<file path="config.mk">
export PLATFORM = sky130hd
export DESIGN_NAME = add8_golden
export DESIGN_NICKNAME = d
export VERILOG_FILES = /design/src/rtl/add8_result_checker_golden.sv
export SDC_FILE = /design/constraint.sdc
export NUM_CORES = 1
export LEC_CHECK = 0
export BUFFER_PORTS_ARGS = -buffer_cell sky130_fd_sc_hd__buf_2
export CAP_MARGIN = 20
export CORE_AREA = 2 2 39 41
export DETAILED_ROUTE_END_ITERATION = 16
export DIE_AREA = 0 0 41 43
export PLACE_DENSITY = 0.53
export SLEW_MARGIN = 20
export SYNTH_ARGS = -nofsm -noshare
export SYNTH_HDL_FRONTEND = slang
export SYNTH_SLANG_ARGS = --single-unit
export TNS_END_PERCENT = 50
</file>
<file path="constraint.sdc">
create_clock -name vclk -period 3.5
set_input_delay 0.175 -clock vclk [all_inputs]
set_output_delay 0.175 -clock vclk [all_outputs]
set_load 0.03 [all_outputs]
</file>
<file path="src/rtl/add8_result_checker_golden.sv">
// Combinational reference adder: {cout,sum} = a + b + cin, kept WIDTH+1 wide.
module add8_golden #(
  parameter int unsigned WIDTH = 8
) (
  input  logic [WIDTH-1:0] a,
  input  logic [WIDTH-1:0] b,
  input  logic             cin,
  output logic [WIDTH:0]   result_c
);

  always_comb begin
    result_c = (WIDTH+1)'(a) + (WIDTH+1)'(b) + (WIDTH+1)'(cin);
  end

endmodule

</file>
* Word level (Yosys, flattened, before mapping)
Index checks and enable logic that the tools add are counted.
Word-level totals: output and inout port bits 9, logic and storage cells 2, register bits 0, ROM bits 0, memories 0, bits of input ports 17, latch bits 0, RAM bits 0
Cells by class: magnitude comparators 0, mux-type cells 0, $mul 0, add/subtract/negate cells 2, reduce and logical (&&, ||, !) cells 0, bitwise logic cells 0, equality and inequality tests 0, div/mod/pow operators 0, shifts and indexed selects 0
Operator list (number):
- $add 8x8->9 | 1
- $add 9x1->9 | 1

* Logic depth before layout (Yosys ltp)
Gate-level depths: netlist of run 1.
depth after elaboration 2, gate-level depth with buffers 6, mapped depth without buffers 6

* Least setup slack after synthesis of run 1
Ideal clock, no wire load.
kind input-to-output, start input port a[0], end output port result_c[4], required time 3325 ps, slack 1549 ps, stages 5, arrival time 1776 ps, buffers on the path 0, cells stage by stage fa_1 > fa_1 > a21oi_1 > o21bai_1 > xor2_1
On the way: longest elaborated chain between the ends 2
Ends and longest elaborated chain:
- start: declaration | RTL line 5 | input logic [WIDTH-1:0] a,
- $add 8x8->9 | RTL line 12 | result_c = (WIDTH+1)'(a) + (WIDTH+1)'(b) + (WIDTH+1)'(cin);
- $add 9x1->9 | RTL line 12
- end: declaration | RTL line 8 | output logic [WIDTH:0] result_c
Every way passes these cells.

* Final worst setup path of run 1
start input port a[0], end output port result_c[6]
Same word-level chain as after synthesis.

==> impl_metrics.yaml, run 1 <==
synthesis:
  synth.yosys.seq_area_share_pct: 0
  synth_top_cells_by_area: "ha_1, fa_1, a21oi_1"
  synth_compound_gate_area_share_pct: 27.2
  library_cell_occupying_the_most_area_in_the_post_synthesis_netlist: "ha_1"
  mappedNetlistNets: 68
  synth_xor_xnor_area_share_pct: 10.6
  synth.mux.area_fraction_pct: 3.02
  dominant_combinational_cell_family_by_area_after_synthesis: "adder cells"
  synth.distinct_cells: 20
  synthCells: 42
  synthSimpleGateAreaFrac_pct: 17.4
  syn-mean-instance-area_sq_um: 7.89
  syn-cell-area_sq_um: 332
  synth.top_cell.area_share_pct: 26.4
  yosys_warnings: 0
  post_synthesis_adder_cell_area_fraction_pct: 38.5
cells_and_area:
  final_layout_clock_buffer_total: 0
  finish.net_count: 96
  n_fill_cell: 166
  area_delta_synth_final_pct: 45.3
  antennaDiodeCount: 0
  flops_and_latches: 0
  drive_above_1_share_pct: 39.7
  seqCellArea_sq_um: 0
timing:
  timing_worst_slew_pin_value_ns: 0.348
  fin_tns_setup_ns: 0
  fin_ws_ns: 1.43
  max_freq_mhz: 484
  fin_worst_hold_slack_ns: 0.765
  finalHoldViolations: 0
  slew_violations: 0
  slew_headroom_pct: 76.2
  post-route-period-util_pct: 59.0
  grt_setup_unrepaired: "false"
  setup_viol: 0
  layout_min_cycle_time_ns: 2.07
drt:
  via_count: 405
  post_drt_wl_per_cell_um: 8.61
  ant_nets: 0
  detail_route.drc_violations: 0
  detailedRoute.firstPassIterationCount: 3
  first_iter_violations: 1
  finalWirelength_um: 723
  viasPerCell: 4.82
worst_setup_path:
  element_type_at_the_critical_path_end: "primary output"
  cp.required_ns: 3.32
  setup.worst_path.class: "in2out"
  critical_path.top_delay_family: "adder cells"
  cp-start-kind: "primary input"
  crit_buf_inv: 2
  worstPathArrival_ns: 1.89
  worstPathCellList: "buf_2 -> fa_1 -> fa_1 -> a21oi_1 -> nor2_1 -> nor2_1 -> xnor2_1 -> buf_2"
  crit_path_top_delay_cell: "fa_1"
  max_fo_critical_path: 2
  slowest_delay_ns: 0.45
die:
  dieArea_sq_mm: 0.00176
  boundaryPins: 26
  die_y_um: 43
  fp-row-count: 14
  start_util_pct: 24.0
  floorplan.die.width_um: 41
  core_area_sq_mm: 0.00138
pwr:
  p_leak_nw: 0.258
  power.combinational.fraction_pct: 100.0
  sequentialPowerShare_pct: 0
  reported_net_switching_power_uw: 80.1
  clock_power_share_pct: 0
  p_per_area_mw_per_mm2: 262
  power.internal_uw: 46.0
  vdd_ir_drop_max_mv: 0.141
  switching_share_pct: 63.5
global_routing:
  grt_pass1_vias: 347
  number_of_antenna_violations_at_the_first_check_in_global_routing: 0
  grt_use_total_pct: 9.70
  grt.overflow.total: 0
  grt_first_pass_wirelength_mm: 1.30
  grt_max_degree: 7
placement:
  routabilityCongestion: 0.667
  detailed_place_hpwl_um: 687
  pre_cts_ws_ns: 1.41
  port-buffer-count: 26
clocking:
  post_cts_buffers: 0
  post_cts_resized: 0
  holdBufCountCts: 0
status:
  run_status: "complete, no violations"
hold_path:
  worst_hold_path_type: "in2out"
run:
  maxCapViolCount: 0
==> power by group through the flow <==
stage	logic (mW)	registers (mW)	clock network, mW
5_1_grt	0.141	0	0
3_3_place_gp	0.127	0	0
6_report	0.126	0	0
4_1_cts	0.128	0	0
2_1_floorplan	0.0942	0	0
3_5_place_dp	0.128	0	0
==> final timing paths <==
kind                  from           to  slack [ns]  cells past startpoint
worst max-delay path  a[0]  result_c[6]        1.43                      8
worst min-delay path   cin  result_c[0]        0.76                      3
==> through the flow <==
step / cells / power [mW] / util [%] / cell area (sq um)
final: 84 / 0.126 / 34.8 / 482
after global routing: 84 / 0.141 / 34.8 / 482
after CTS: 84 / 0.128 / 34.8 / 482
after detailed placement: 84 / 0.128 / 34.8 / 482
after global placement: 84 / 0.127 / 34.8 / 482
after floorplan: 42 / 0.0942 / - / 332
==> cell usage in the layout, fill, tap and decap left out, types with 3 or more instances in the layout <==
cell type / instances
ha_1: 7
nand2_1: 3
buf_2: 26
a21oi_1: 5
==> Yosys cell counts <==
cell type and number:
o21bai_1 1, a2111oi_0 1, a311o_1 2, a21o_1 2, nor3_1 2, xor2_1 2, mux2i_1 1, nor2_1 2
inv_2 1, ha_1 7, o21ai_0 1, nand2_1 3, xnor2_1 2, a21oi_1 5, nor4_1 1, fa_1 2
a221oi_1 1, nand3_1 2, inv_1 2, nor2b_1 2
==> tightest hold or removal path, stage by stage <==
cell and delay [ns]:
buf_2 0.09, fa_1 0.14, buf_2 0.19
==> layer usage <==
metal	up-vias	share of wire (%)	track usage (%)
met5	-	0	0
met4	0	0	0
met3	0	12	0
met2	17	48	16.9
met1	176	40	13.7
li1	212	-	-
==> layout make-up <==
type | count | area, sq um | area share [%]
multi-input cells | 39 | 320 | 66.5
inverters | 3 | 11.3 | 2.34
well taps | 16 | 20.0 | 4.16
repair buffers | 26 | 130 | 27.0
==> kinds of logic (layout without fill, tap and decap cells) <==
logic type | Yosys count | after routing
AO/OA/AOI/OAI | 13 | 13
buffers and inverters | 3 | 29
AND/OR/NAND/NOR | 12 | 12
XOR/XNOR | 4 | 4
adder cells (fa/ha/maj) | 9 | 9
multiplexers | 1 | 1
Power figures use the tool's default switching activity.
==> run 2: changes to the inputs <==
==> constraint.sdc (replaced) <==
create_clock -name vclk -period 2
set_input_delay 0.1 -clock vclk [all_inputs]
set_output_delay 0.1 -clock vclk [all_outputs]
set_load 0.03 [all_outputs]
==> impl_metrics.yaml, run 2 (synthesis gave the netlist of run 1 again) <==
status:
  run_status: "complete, no violations"
worst_setup_path:
  crit_path_top_delay_cell: "fa_1"
  cp.required_ns: 1.90
  critical_path.top_delay_family: "adder cells"
  max_fo_critical_path: 2
  element_type_at_the_critical_path_end: "primary output"
  slowest_delay_ns: 0.45
  worstPathCellList: "buf_2 -> fa_1 -> fa_1 -> a21oi_2 -> nor2_1 -> nor2_2 -> xnor2_1 -> buf_4"
  setup.worst_path.class: "in2out"
  cp-start-kind: "primary input"
  crit_buf_inv: 2
  worstPathArrival_ns: 1.77
  timing.critical_path.mode_cell: "fa_1"
die:
  floorplan.die.width_um: 41
  die_y_um: 43
  core_area_sq_mm: 0.00138
  fp-row-count: 14
  dieArea_sq_mm: 0.00176
  start_util_pct: 24.0
  boundaryPins: 26
global_routing:
  number_of_antenna_violations_at_the_first_check_in_global_routing: 0
  grt_use_total_pct: 9.70
  grt_pass1_vias: 347
  gr-max-usage-layer: "met2"
  grt_first_pass_wirelength_mm: 1.30
  grt.overflow.total: 0
  met1_layer_usage_reported_by_global_route_pct: 13.7
  groute.layer.met2.usage_pct: 16.9
  grt_max_degree: 7
  grt.met3_usage_pct: 0
run:
  maxCapViolCount: 0
pwr:
  sequentialPowerShare_pct: 0
  power.combinational.fraction_pct: 100.0
  power.internal_uw: 84.5
  p_per_area_mw_per_mm2: 464
  vdd_ir_drop_max_mv: 0.243
  p_leak_nw: 0.260
  switching_share_pct: 62.8
  clock_power_share_pct: 0
  reported_net_switching_power_uw: 143
drt:
  ant_nets: 0
  detailedRoute.firstPassIterationCount: 4
  viasPerCell: 4.92
  first_iter_violations: 3
  via_count: 413
  finalWirelength_um: 755
  detail_route.drc_violations: 0
  post_drt_wl_per_cell_um: 8.99
timing:
  slew_violations: 0
  fin_ws_ns: 0.134
  layout_min_cycle_time_ns: 1.87
  finalHoldViolations: 0
  grt_setup_unrepaired: "false"
  timing_worst_slew_pin_value_ns: 0.348
  max_freq_mhz: 536
  fin_tns_setup_ns: 0
  setup_viol: 0
  post-route-period-util_pct: 93.3
  slew_headroom_pct: 76.2
cells_and_area:
  seqCellArea_sq_um: 0
  area_delta_synth_final_pct: 47.9
  final_area_sq_um: 490
  finish.cell_count_without_fillers: 84
  n_fill_cell: 167
  flops_and_latches: 0
  commonest_cells_after_routing_fill_and_taps_aside: "buf_2, ha_1, a21oi_1"
  finish.net_count: 96
  drive_above_1_share_pct: 42.6
  final_layout_clock_buffer_total: 0
  layout.cells.most_common: "buf_2"
  antennaDiodeCount: 0
placement:
  pre_cts_ws_ns: 0.0637
  place_area_sq_um: 482
  detailed_place_hpwl_um: 687
  routabilityCongestion: 0.667
  port-buffer-count: 26
  placed_cells_incl_taps: 84
hold_path:
  hold_path_end: "result_c[0]"
  worst_hold_path_type: "in2out"
  hold_start: "cin"
  timing.hold.worst_path_depth: 3
clocking:
  holdBufCountCts: 0
## run 2: cell type report
cell class / instances / area, sq um / area share (%)
Tap cell: 16 / 20.0 / 4.08
Multi-Input combinational cell: 39 / 327 / 66.6
Inverter: 3 / 11.3 / 2.30
Timing Repair Buffer: 26 / 133 / 27.0
## run 2: power by group through the flow
stage	Clock (mW)	Sequential [mW]	Combinational, mW
after floorplan	0	0	0.165
after global placement	0	0	0.222
after detailed placement	0	0	0.223
after CTS	0	0	0.224
after global routing	0	0	0.252
final	0	0	0.227
## run 2: routing by layer
layer	vias up	share of wire [%]	wire length, um
li1	212	-	-
met1	184	39	296
met2	17	49	373
met3	0	11	85
met4	0	0	0
met5	-	0	0
## run 2: what timing repair did
action / CTS / global route
setup endpoints to repair: 0 / 2
buffers inserted: 0 / 0
gates resized for setup: 0 / 3
hold endpoints to repair: 0 / 0
## run 2: stage by stage
| step | power, mW | hold WS [ns] | util (%) |
|---|---|---|---|
| 6_report | 0.227 | 0.615 | 35.4 |
| 5_1_grt | 0.252 | 0.664 | 35.4 |
| 4_1_cts | 0.224 | 0.623 | 34.8 |
| 3_5_place_dp | 0.223 | 0.622 | 34.8 |
| 3_3_place_gp | 0.222 | 0.611 | 34.8 |
| 2_1_floorplan | 0.165 | 0.521 | - |
## run 2: how the worst max path moves through the flow
stage	start	endpoint	slack, ns	cells after the start
after floorplan	a[0]	result_c[4]	0.20	5
final	a[0]	result_c[6]	0.13	8
after global placement	a[0]	result_c[6]	0.09	8
after CTS	a[0]	result_c[6]	0.05	8
after global routing	a[0]	result_c[6]	0.01	8
after detailed placement	a[0]	result_c[6]	0.06	8
